## config.mk

```make
export PLATFORM = sky130hd
export DESIGN_NAME = bus_source_arbiter_flat
export DESIGN_NICKNAME = d
export VERILOG_FILES = /design/src/rtl/bus_source_arbiter_if.sv /design/src/rtl/bus_source_arbiter.sv /design/src/flat_wrapper.sv
export SDC_FILE = /design/constraint.sdc
export NUM_CORES = 1
export LEC_CHECK = 0
export CAP_MARGIN = 20
export CORE_AREA = 3 3 327 329
export CTS_CLUSTER_SIZE = 24
export DETAILED_ROUTE_END_ITERATION = 10
export DIE_AREA = 0 0 330 332
export SLEW_MARGIN = 15
export SYNTH_ARGS = -nofsm -noshare
export SYNTH_HDL_FRONTEND = slang
export SYNTH_SLANG_ARGS = --single-unit
export TNS_END_PERCENT = 5
```

## constraint.sdc

```tcl
create_clock -name clock -period 3.76 [get_ports clock]
set_input_delay 0.94 -clock clock [delete_from_list [all_inputs] [get_ports clock]]
set_output_delay 0.94 -clock clock [all_outputs]
set_load 0.05 [all_outputs]
```

## src/rtl/bus_source_arbiter_if.sv

```systemverilog
// Source-to-bus handshake bundle: the arbiter drives through the master modport and the
// source/destination side through the slave modport.
interface bus_source_arbiter_if #(
  parameter int DATA_WIDTH = 32,
  parameter int NUM_SRC    = 24,
  parameter int SEL_WIDTH  = 5,
  parameter int CNT_WIDTH  = 8
);
  logic [NUM_SRC-1:0]            src_req;
  logic [NUM_SRC*DATA_WIDTH-1:0] src_data;
  logic                          bus_ready;
  logic [DATA_WIDTH-1:0]         BusMuxOut;
  logic                          bus_valid;
  logic [SEL_WIDTH-1:0]          sel_code;
  logic                          conflict;
  logic                          timeout;
  logic [CNT_WIDTH-1:0]          conflict_count;

  modport master (
    input  src_req, src_data, bus_ready,
    output BusMuxOut, bus_valid, sel_code, conflict, timeout, conflict_count
  );

  modport slave (
    output src_req, src_data, bus_ready,
    input  BusMuxOut, bus_valid, sel_code, conflict, timeout, conflict_count
  );
endinterface

```

## src/rtl/bus_source_arbiter.sv

```systemverilog
// Fixed-priority bus source arbiter: lowest requesting index is registered onto BusMuxOut (1-cycle latency).
// The word is held until bus_ready; requests are ignored while stalled and the word is dropped after TIMEOUT stalls.
module bus_source_arbiter #(
  parameter int DATA_WIDTH = 32,
  parameter int NUM_SRC    = 24,
  parameter int SEL_WIDTH  = 5,
  parameter int TIMEOUT    = 16,
  parameter int CNT_WIDTH  = 8
) (
  input  logic                  clock,
  input  logic                  clear,
  bus_source_arbiter_if.master  io
);

  localparam int                    HOLD_WIDTH = $clog2(TIMEOUT);
  localparam logic [HOLD_WIDTH-1:0] HOLD_LAST  = HOLD_WIDTH'(TIMEOUT - 1);
  localparam logic [CNT_WIDTH-1:0]  CNT_MAX    = '1;

  typedef enum logic {
    IDLE  = 1'b0,
    DRIVE = 1'b1
  } state_t;

  state_t                  state, state_nxt;
  logic [HOLD_WIDTH-1:0]   hold, hold_nxt;
  logic [DATA_WIDTH-1:0]   word_q, word_nxt;
  logic [SEL_WIDTH-1:0]    sel_q, sel_nxt;
  logic                    conflict_q, conflict_nxt;
  logic                    timeout_q, timeout_nxt;
  logic [CNT_WIDTH-1:0]    count_q, count_nxt;

  logic [SEL_WIDTH-1:0]    win_idx;
  logic [DATA_WIDTH-1:0]   win_word;
  logic                    any_req;
  logic                    multi_req;
  logic                    capture;

  // Descending scan so the lowest set index is the last one written and wins.
  always_comb begin
    win_idx  = '0;
    win_word = '0;
    for (int i = NUM_SRC - 1; i >= 0; i--) begin
      if (io.src_req[i]) begin
        win_idx  = SEL_WIDTH'(i);
        win_word = io.src_data[i*DATA_WIDTH +: DATA_WIDTH];
      end
    end
  end

  assign any_req   = |io.src_req;
  // Clearing the lowest set bit leaves something only when two or more bits were set.
  assign multi_req = |(io.src_req & (io.src_req - NUM_SRC'(1)));

  always_comb begin
    state_nxt    = state;
    hold_nxt     = hold;
    word_nxt     = word_q;
    sel_nxt      = sel_q;
    conflict_nxt = 1'b0;
    timeout_nxt  = 1'b0;
    count_nxt    = count_q;
    capture      = 1'b0;

    case (state)
      IDLE: begin
        capture = any_req;
      end
      DRIVE: begin
        if (io.bus_ready) begin
          capture = any_req;
          if (!any_req) begin
            state_nxt = IDLE;
          end
        end else if (hold == HOLD_LAST) begin
          state_nxt   = IDLE;
          hold_nxt    = '0;
          timeout_nxt = 1'b1;
        end else begin
          hold_nxt = hold + HOLD_WIDTH'(1);
        end
      end
      default: begin
        state_nxt = IDLE;
      end
    endcase

    if (capture) begin
      state_nxt = DRIVE;
      hold_nxt  = '0;
      word_nxt  = win_word;
      sel_nxt   = win_idx;
      if (multi_req) begin
        conflict_nxt = 1'b1;
        if (count_q != CNT_MAX) begin
          count_nxt = count_q + CNT_WIDTH'(1);
        end
      end
    end
  end

  always_ff @(posedge clock) begin
    if (!clear) begin
      state      <= IDLE;
      hold       <= '0;
      word_q     <= '0;
      sel_q      <= '0;
      conflict_q <= 1'b0;
      timeout_q  <= 1'b0;
      count_q    <= '0;
    end else begin
      state      <= state_nxt;
      hold       <= hold_nxt;
      word_q     <= word_nxt;
      sel_q      <= sel_nxt;
      conflict_q <= conflict_nxt;
      timeout_q  <= timeout_nxt;
      count_q    <= count_nxt;
    end
  end

  assign io.BusMuxOut      = word_q;
  assign io.bus_valid      = (state == DRIVE);
  assign io.sel_code       = sel_q;
  assign io.conflict       = conflict_q;
  assign io.timeout        = timeout_q;
  assign io.conflict_count = count_q;

endmodule
```

## src/flat_wrapper.sv

```systemverilog
// flat-port wrapper written by rule: the top's interface ports become plain ports
module bus_source_arbiter_flat 
#(
  parameter int DATA_WIDTH = 32,
  parameter int NUM_SRC    = 24,
  parameter int SEL_WIDTH  = 5,
  parameter int TIMEOUT    = 16,
  parameter int CNT_WIDTH  = 8
)
  (clock, clear, io_src_req, io_src_data, io_bus_ready, io_BusMuxOut, io_bus_valid, io_sel_code, io_conflict, io_timeout, io_conflict_count);
  bus_source_arbiter_if #(.DATA_WIDTH(DATA_WIDTH), .NUM_SRC(NUM_SRC), .SEL_WIDTH(SEL_WIDTH), .CNT_WIDTH(CNT_WIDTH)) io_i ();
  input  logic clock;
  input  logic clear;
  input wire logic [$bits(io_i.src_req)-1:0] io_src_req;
  input wire logic [$bits(io_i.src_data)-1:0] io_src_data;
  input wire logic [$bits(io_i.bus_ready)-1:0] io_bus_ready;
  output wire logic [$bits(io_i.BusMuxOut)-1:0] io_BusMuxOut;
  output wire logic [$bits(io_i.bus_valid)-1:0] io_bus_valid;
  output wire logic [$bits(io_i.sel_code)-1:0] io_sel_code;
  output wire logic [$bits(io_i.conflict)-1:0] io_conflict;
  output wire logic [$bits(io_i.timeout)-1:0] io_timeout;
  output wire logic [$bits(io_i.conflict_count)-1:0] io_conflict_count;
  assign io_i.src_req = io_src_req;
  assign io_i.src_data = io_src_data;
  assign io_i.bus_ready = io_bus_ready;
  assign io_BusMuxOut = io_i.BusMuxOut;
  assign io_bus_valid = io_i.bus_valid;
  assign io_sel_code = io_i.sel_code;
  assign io_conflict = io_i.conflict;
  assign io_timeout = io_i.timeout;
  assign io_conflict_count = io_i.conflict_count;
  bus_source_arbiter #(.DATA_WIDTH(DATA_WIDTH), .NUM_SRC(NUM_SRC), .SEL_WIDTH(SEL_WIDTH), .TIMEOUT(TIMEOUT), .CNT_WIDTH(CNT_WIDTH)) u_core (.clock(clock), .clear(clear), .io(io_i));
endmodule
```

==> flow_summary.ini, run 1 <==
[yosys]
syn-mean-instance-area_um2 = 6.247
muxShareOfSynthArea_pct = 1.026
yosys.area.top_type_share_pct = 14.77
synthArstFlopShare_pct = 0
synth-xor-area-share_pct = 0.09979
synth_nets = 2202
yosysUniqueCellTypes = 55
synthCells = 1405
yosys-top-cells-area = a221oi_1 15%, dfxtp_1 12%, o21ai_0 9.3%, nand2_1 8.9%, clkbuf_1 6.0%
synth_top_family_by_area = compound AO/OA/AOI/OAI gates
synth_compound_area_share_pct = 55.71
synthAdderAreaFrac_pct = 0.2851
ys_warn_count = 0
yosys.area_share.simple_pct = 19.94
synth_edf_count = 0
ys_seq_area_share_pct = 11.86
synth_flop_cell = dfxtp_1
yosysTopAreaCell = a221oi_1
syn_area_mm2 = 0.008777
ys_ff_latch = 52

[die]
die_area_mm2 = 0.1096
die_h_um = 332
core_mm2 = 0.1038
num_io_pins = 843
start_util_pct = 8.456
chipWidth_um = 330
row_count = 118

[cells_and_area]
finish.utilization_pct = 19.27
drive_above_1_share_pct = 9.232
stdcell_area_mm2 = 0.02000
nNetsFinal = 3049
area_delta_synth_final_pct = 127.9
final_cell_mix = 827 x clkdlybuf4s50_1, 209 x nand2_1, 159 x o21ai_0
stdcell_count = 3645
n_fill_cell = 11754
final_common_cell = clkdlybuf4s50_1

[worst_setup_path]
cp_slowest_stage_delay_ns = 0.68
crit_chain = clkdlybuf4s50_1, nor4_2, inv_1, o41ai_1, nand2_1, a2111oi_2, nor4b_4, buf_12, nor4_1, mux2i_1
cp_max_fo = 8
start_kind = input pin
path_class = input pin to flip-flop
crit_arrival_ns = 3.82
cp.required_ns = 3.98
crit_slowest_cell = nor4_2
cp_top_family = simple AND/OR/NAND/NOR gates
end_kind = flip-flop
path_buf_inv = 3

[sta]
final-hold-violation-count = 0
clock.fmax_mhz = 277.3
post-route-period-util_pct = 95.91
tns_ns = 0
rsz0062_at_grt = false
skew_ns = 0.03521
relSlewSlack_pct = 44.53
setup_ws_ns = 0.1537
hold_slack_ns = 0.4707
worstMarginPinSlew_ns = 0.8294
finalSetupViolCount = 0
fin_crit_ns = 3.606
slew_viol_final = 0

[power]
p_per_area_mw_per_mm2 = 178.1
switchingPower_mw = 1.545
power_mw = 3.562
clockPowerShare_pct = 17.5
seqPwrFrac_pct = 17.4
switching_share_pct = 43.36
ir_worst_vdd_mv = 0.2012
p_comb_share_pct = 65.2
power.leakage_nw = 7.029
intPower_mw = 2.017

[drt]
ant_nets = 0
routedWlPerCell_um = 29.50
drt_iter0_drc = 1563
firstDrtPassIters = 8
vias = 16229
totalWireLength_um = 107500
drcViolationCount = 0
drt-vias-per-instance = 4.452

[clocking]
post_cts_buffers = 0
clk_path_buf_depth = 2
cts-htree-levels = 2
cts_tree = built
cts_buffers = 5
clk_pin_slew_ns = 0.09
clkLatencyLatePin_ns = 0.37
clock-sinks = 52
clockRootBuffer = clkbuf_16

[global_route]
grt_max_degree = 63
grt_pass1_wl_um = 139600
grtUsageTotal_pct = 18.41
grt_pass1_vias = 16004
antenna_found_initial = 35
grt.overflow.total = 0

[status]
outcome = completed

[placement]
dp_hpwl_um = 91530
io_buffers = 842
dp_cells = 3625
place_ws_ns = -0.3959
gp_congestion = 0.9315
post_dp_cell_area_mm2 = 0.01982

[flow_run]
cap_violations = 0

[hold_path]
min_path_type = flip-flop to flip-flop
==> worst min-delay path, delay by kind of cell (launching register included) <==
kind	cells	cell delay, ns
flops	1	0.32
compound gates	1	0.06
simple gates	1	0.05
==> cells by family after synthesis <==
logic type / count (synthesis)
AO/OA/AOI/OAI: 692
XOR/XNOR: 1
adder cells (fa/ha/maj): 2
buffers and inverters: 258
flip-flops: 52
multiplexers: 9
AND/OR/NAND/NOR: 391
==> registers in the layout, indices dropped and copies added (netlist names) <==
| name | count |
|---|---|
| u_core.hold | 4 |
| u_core.io.conflict | 1 |
| u_core.io.sel_code | 5 |
| u_core.io.BusMuxOut | 32 |
| u_core.io.timeout | 1 |
| u_core.io.conflict_count | 8 |
| u_core.io.bus_valid | 1 |
==> layout make-up <==
type / count / area (um^2) / area share (%)
Clock buffer: 5 / 125.1 / 0.6256
Clock inverter: 3 / 27.53 / 0.1376
Timing Repair Buffer: 992 / 9782 / 48.91
Inverter: 106 / 397.9 / 1.989
Sequential cell: 52 / 1041 / 5.205
Multi-Input combinational cell: 1095 / 6870 / 34.35
Antenna cell: 12 / 30.03 / 0.1501
Tap cell: 1380 / 1727 / 8.633
==> path summary, 6_finish.rpt <==
check                              from                          end  slack [ns]  cells after the start
hold reg to reg   u_core.io.sel_code[2]        u_core.io.sel_code[2]        0.47                      2
setup / recovery         io_src_req[19]  u_core.io.conflict_count[5]        0.15                     10
hold / removal    u_core.io.sel_code[2]        u_core.io.sel_code[2]        0.47                      2
setup reg to reg    u_core.io.bus_valid       u_core.io.BusMuxOut[1]        1.69                      7
==> Yosys cell counts, drive strengths merged, types with 3 or more instances <==
| cell type | count |
|---|---|
| a22oi | 32 |
| nand2 | 209 |
| o22ai | 35 |
| o2111ai | 5 |
| a31oi | 60 |
| o21ai | 163 |
| nand3b | 4 |
| nor4 | 7 |
| nor2 | 67 |
| a211oi | 3 |
| and3 | 4 |
| nand4 | 8 |
| a221oi | 148 |
| mux2i | 9 |
| a21oi | 86 |
| o221ai | 30 |
| a2111oi | 4 |
| a211o | 3 |
| o211ai | 7 |
| o41ai | 3 |
| o31ai | 32 |
| or2 | 6 |
| nand2b | 11 |
| a31o | 3 |
| dfxtp | 52 |
| nand3 | 37 |
| clkbuf | 140 |
| a221o | 40 |
| nor2b | 16 |
| inv | 106 |
| buf | 12 |
| a222oi | 26 |
| o221a | 4 |
| nor3 | 16 |
==> layer usage <==
| metal | global-route usage (%) | routed length [um] |
|---|---|---|
| met1 | 24.72 | 47450 |
| met2 | 30.42 | 49630 |
| met3 | 4.190 | 9102 |
| met4 | 2.841 | 1272 |
| met5 | 0 | 81 |
==> power by group through the flow <==
stage | sequential, mW | combinational (mW) | clock [mW]
floorplan | 0.743 | 0.602 | 0
global placement | 0.629 | 2.32 | 0
detailed placement | 0.630 | 2.31 | 0
CTS | 0.618 | 2.32 | 0.695
global route | 0.622 | 2.44 | 0.687
finish | 0.618 | 2.32 | 0.623
==> what timing repair did <==
item | 4_1_cts | 5_1_grt
gates resized for setup | 0 | 1
endpoints found under the setup margin | 0 | 1
hold buffers | 0 | 0
Note: power is estimated with default switching activity, not from simulation.
==> run 2: changes to the inputs <==
--- a/config.mk
+++ b/config.mk
@@ -6,10 +6,12 @@
 export NUM_CORES = 1
 export LEC_CHECK = 0
 export CAP_MARGIN = 20
-export CORE_AREA = 3 3 327 329
+export CORE_AREA = 3 3 331 333
+export CTS_BUF_LIST = sky130_fd_sc_hd__clkbuf_8
 export CTS_CLUSTER_SIZE = 24
 export DETAILED_ROUTE_END_ITERATION = 10
-export DIE_AREA = 0 0 330 332
+export DIE_AREA = 0 0 334 336
+export MAX_ROUTING_LAYER = met4
 export SLEW_MARGIN = 15
 export SYNTH_ARGS = -nofsm -noshare
 export SYNTH_HDL_FRONTEND = slang
==> run 2 against run 1 <==
Effect of this change: critical path type unchanged; critical path depth stayed put; sequential power is 0.6% higher; maximum frequency is 0.99% higher; combinational power hardly changed.
==> flow_summary.ini, run 2 (same netlist as run 1, synthesis figures left out) <==
[clocking]
clk_pin_slew_ns = 0.14
cts_tree = built
clk_path_buf_depth = 2
hold_buffers = 0
cts-htree-levels = 2
clkLatencyLatePin_ns = 0.48
cts_buffers = 5
post_cts_buffers = 0
ctsResizeCount = 0
clock-sinks = 52
clockRootBuffer = clkbuf_8

[die]
chipWidth_um = 334
num_io_pins = 843
die_area_mm2 = 0.1122
row_count = 120
core_mm2 = 0.1069
die_h_um = 336
start_util_pct = 8.210

[power]
seqPwrFrac_pct = 17.9
ir_worst_vdd_mv = 0.1332
clockPowerShare_pct = 14.6
power.leakage_nw = 7.070
p_per_area_mw_per_mm2 = 172.9
p_comb_share_pct = 67.5
switching_share_pct = 44.81
intPower_mw = 1.918
power_mw = 3.475
switchingPower_mw = 1.557

[cells_and_area]
n_fill_cell = 12168
final_cell_mix = 827 x clkdlybuf4s50_1, 209 x nand2_1, 161 x o21ai_0
area_delta_synth_final_pct = 129.0
largest_reg_flops = 32
seq_area_mm2 = 0.001041
nNetsFinal = 3061
multiInputGateArea_mm2 = 0.006843
final_common_cell = clkdlybuf4s50_1
drive_above_1_share_pct = 9.625
finish.utilization_pct = 18.80

[hold_path]
hold_path.startpoint = u_core.io.sel_code[1]
min_path_type = flip-flop to flip-flop

[flow_run]
cap_violations = 0

[worst_setup_path]
crit_chain = clkdlybuf4s50_1, buf_4, nor2b_2, buf_12, a221oi_1, o31ai_1, o21ai_0, buf_4, a221o_1, a31oi_1
path_class = input pin to flip-flop
cp_max_fo = 26
startpoint = io_src_req[13]
cp_slowest_stage_delay_ns = 0.94
end_kind = flip-flop
crit_slowest_cell = o21ai_0
r2r-start = u_core.io.bus_valid
crit_arrival_ns = 3.86
cpMostUsedCell = buf_4
start_kind = input pin
cp.required_ns = 4.05

[drt]
drt_iter0_drc = 1679
ant_nets = 0
drcViolationCount = 0
firstDrtPassIters = 9
drt-vias-per-instance = 4.402
routedWlPerCell_um = 29.60
vias = 16269
totalWireLength_um = 109400

[sta]
clock.fmax_mhz = 280.0
final-hold-violation-count = 0
finalSetupViolCount = 0
relSlewSlack_pct = 19.27
fin_crit_ns = 3.571
post-route-period-util_pct = 94.97
rsz0062_at_grt = false
worstMarginPinSlew_ns = 1.198
skew_ns = 0.08274
slew_viol_final = 0
hold_slack_ns = 0.4722

[global_route]
grt_pass1_vias = 15869
grt_max_degree = 64
grtUsageTotal_pct = 18.80
grt_pass1_wl_um = 139600
grt.overflow.total = 0
antenna_found_initial = 48

[placement]
gp_congestion = 0.9337
io_buffers = 842
dp_hpwl_um = 93460

[status]
outcome = completed
-- run 2: stage by stage --
step	setup TNS [ns]	cells	setup slack, ns	instance area [um^2]
after floorplan	0	1405	0.5342	8777
after global placement	-3.422	3658	-0.5599	19920
after detailed placement	-2.909	3660	-0.3961	19930
after CTS	0	3668	0.1575	20030
after global routing	0	3692	0.07350	20090
final	0	3696	0.1891	20100
-- run 2: critical path, delay by kind of cell --
family                 cells  cell delay (ns)
AOI/OAI and AO/OA          5             1.62
buffers and inverters      4             1.08
and+or+nand+nor            1             0.18
-- run 2: metal layers --
| layer | vias up | share of wire, % | global-route usage (%) |
|---|---|---|---|
| li1 | 7277 | - | - |
| met1 | 7924 | 44 | 24.42 |
| met2 | 975 | 46 | 29.68 |
| met3 | 93 | 7.7 | 4.098 |
| met4 | 0 | 2.0 | 4.483 |
| met5 | - | 0 | - |
-- run 2: cell type report --
cell class | count | area share [%]
Timing Repair Buffer | 1004 | 49.23
Clock buffer | 5 | 0.3423
Multi-Input combinational cell | 1095 | 34.04
Tap cell | 1403 | 8.733
Inverter | 106 | 1.979
Antenna cell | 28 | 0.3486
Sequential cell | 52 | 5.179
Clock inverter | 3 | 0.1432
-- run 2: power by group through the flow --
stage / Clock [mW] / Combinational [mW] / Sequential [mW]
after floorplan: 0 / 0.602 / 0.743
after global placement: 0 / 2.34 / 0.634
after detailed placement: 0 / 2.34 / 0.634
after CTS: 0.554 / 2.35 / 0.621
after global routing: 0.555 / 2.47 / 0.625
final: 0.508 / 2.34 / 0.622
-- run 2: final timing paths --
check	endpoint	slack (ns)	depth (start not counted)
worst max-delay path	u_core.io.BusMuxOut[0]	0.19	10
worst max register to register	u_core.io.conflict_count[1]	1.57	6
worst min register to register	u_core.io.sel_code[1]	0.47	2
worst min-delay path	u_core.io.sel_code[1]	0.47	2
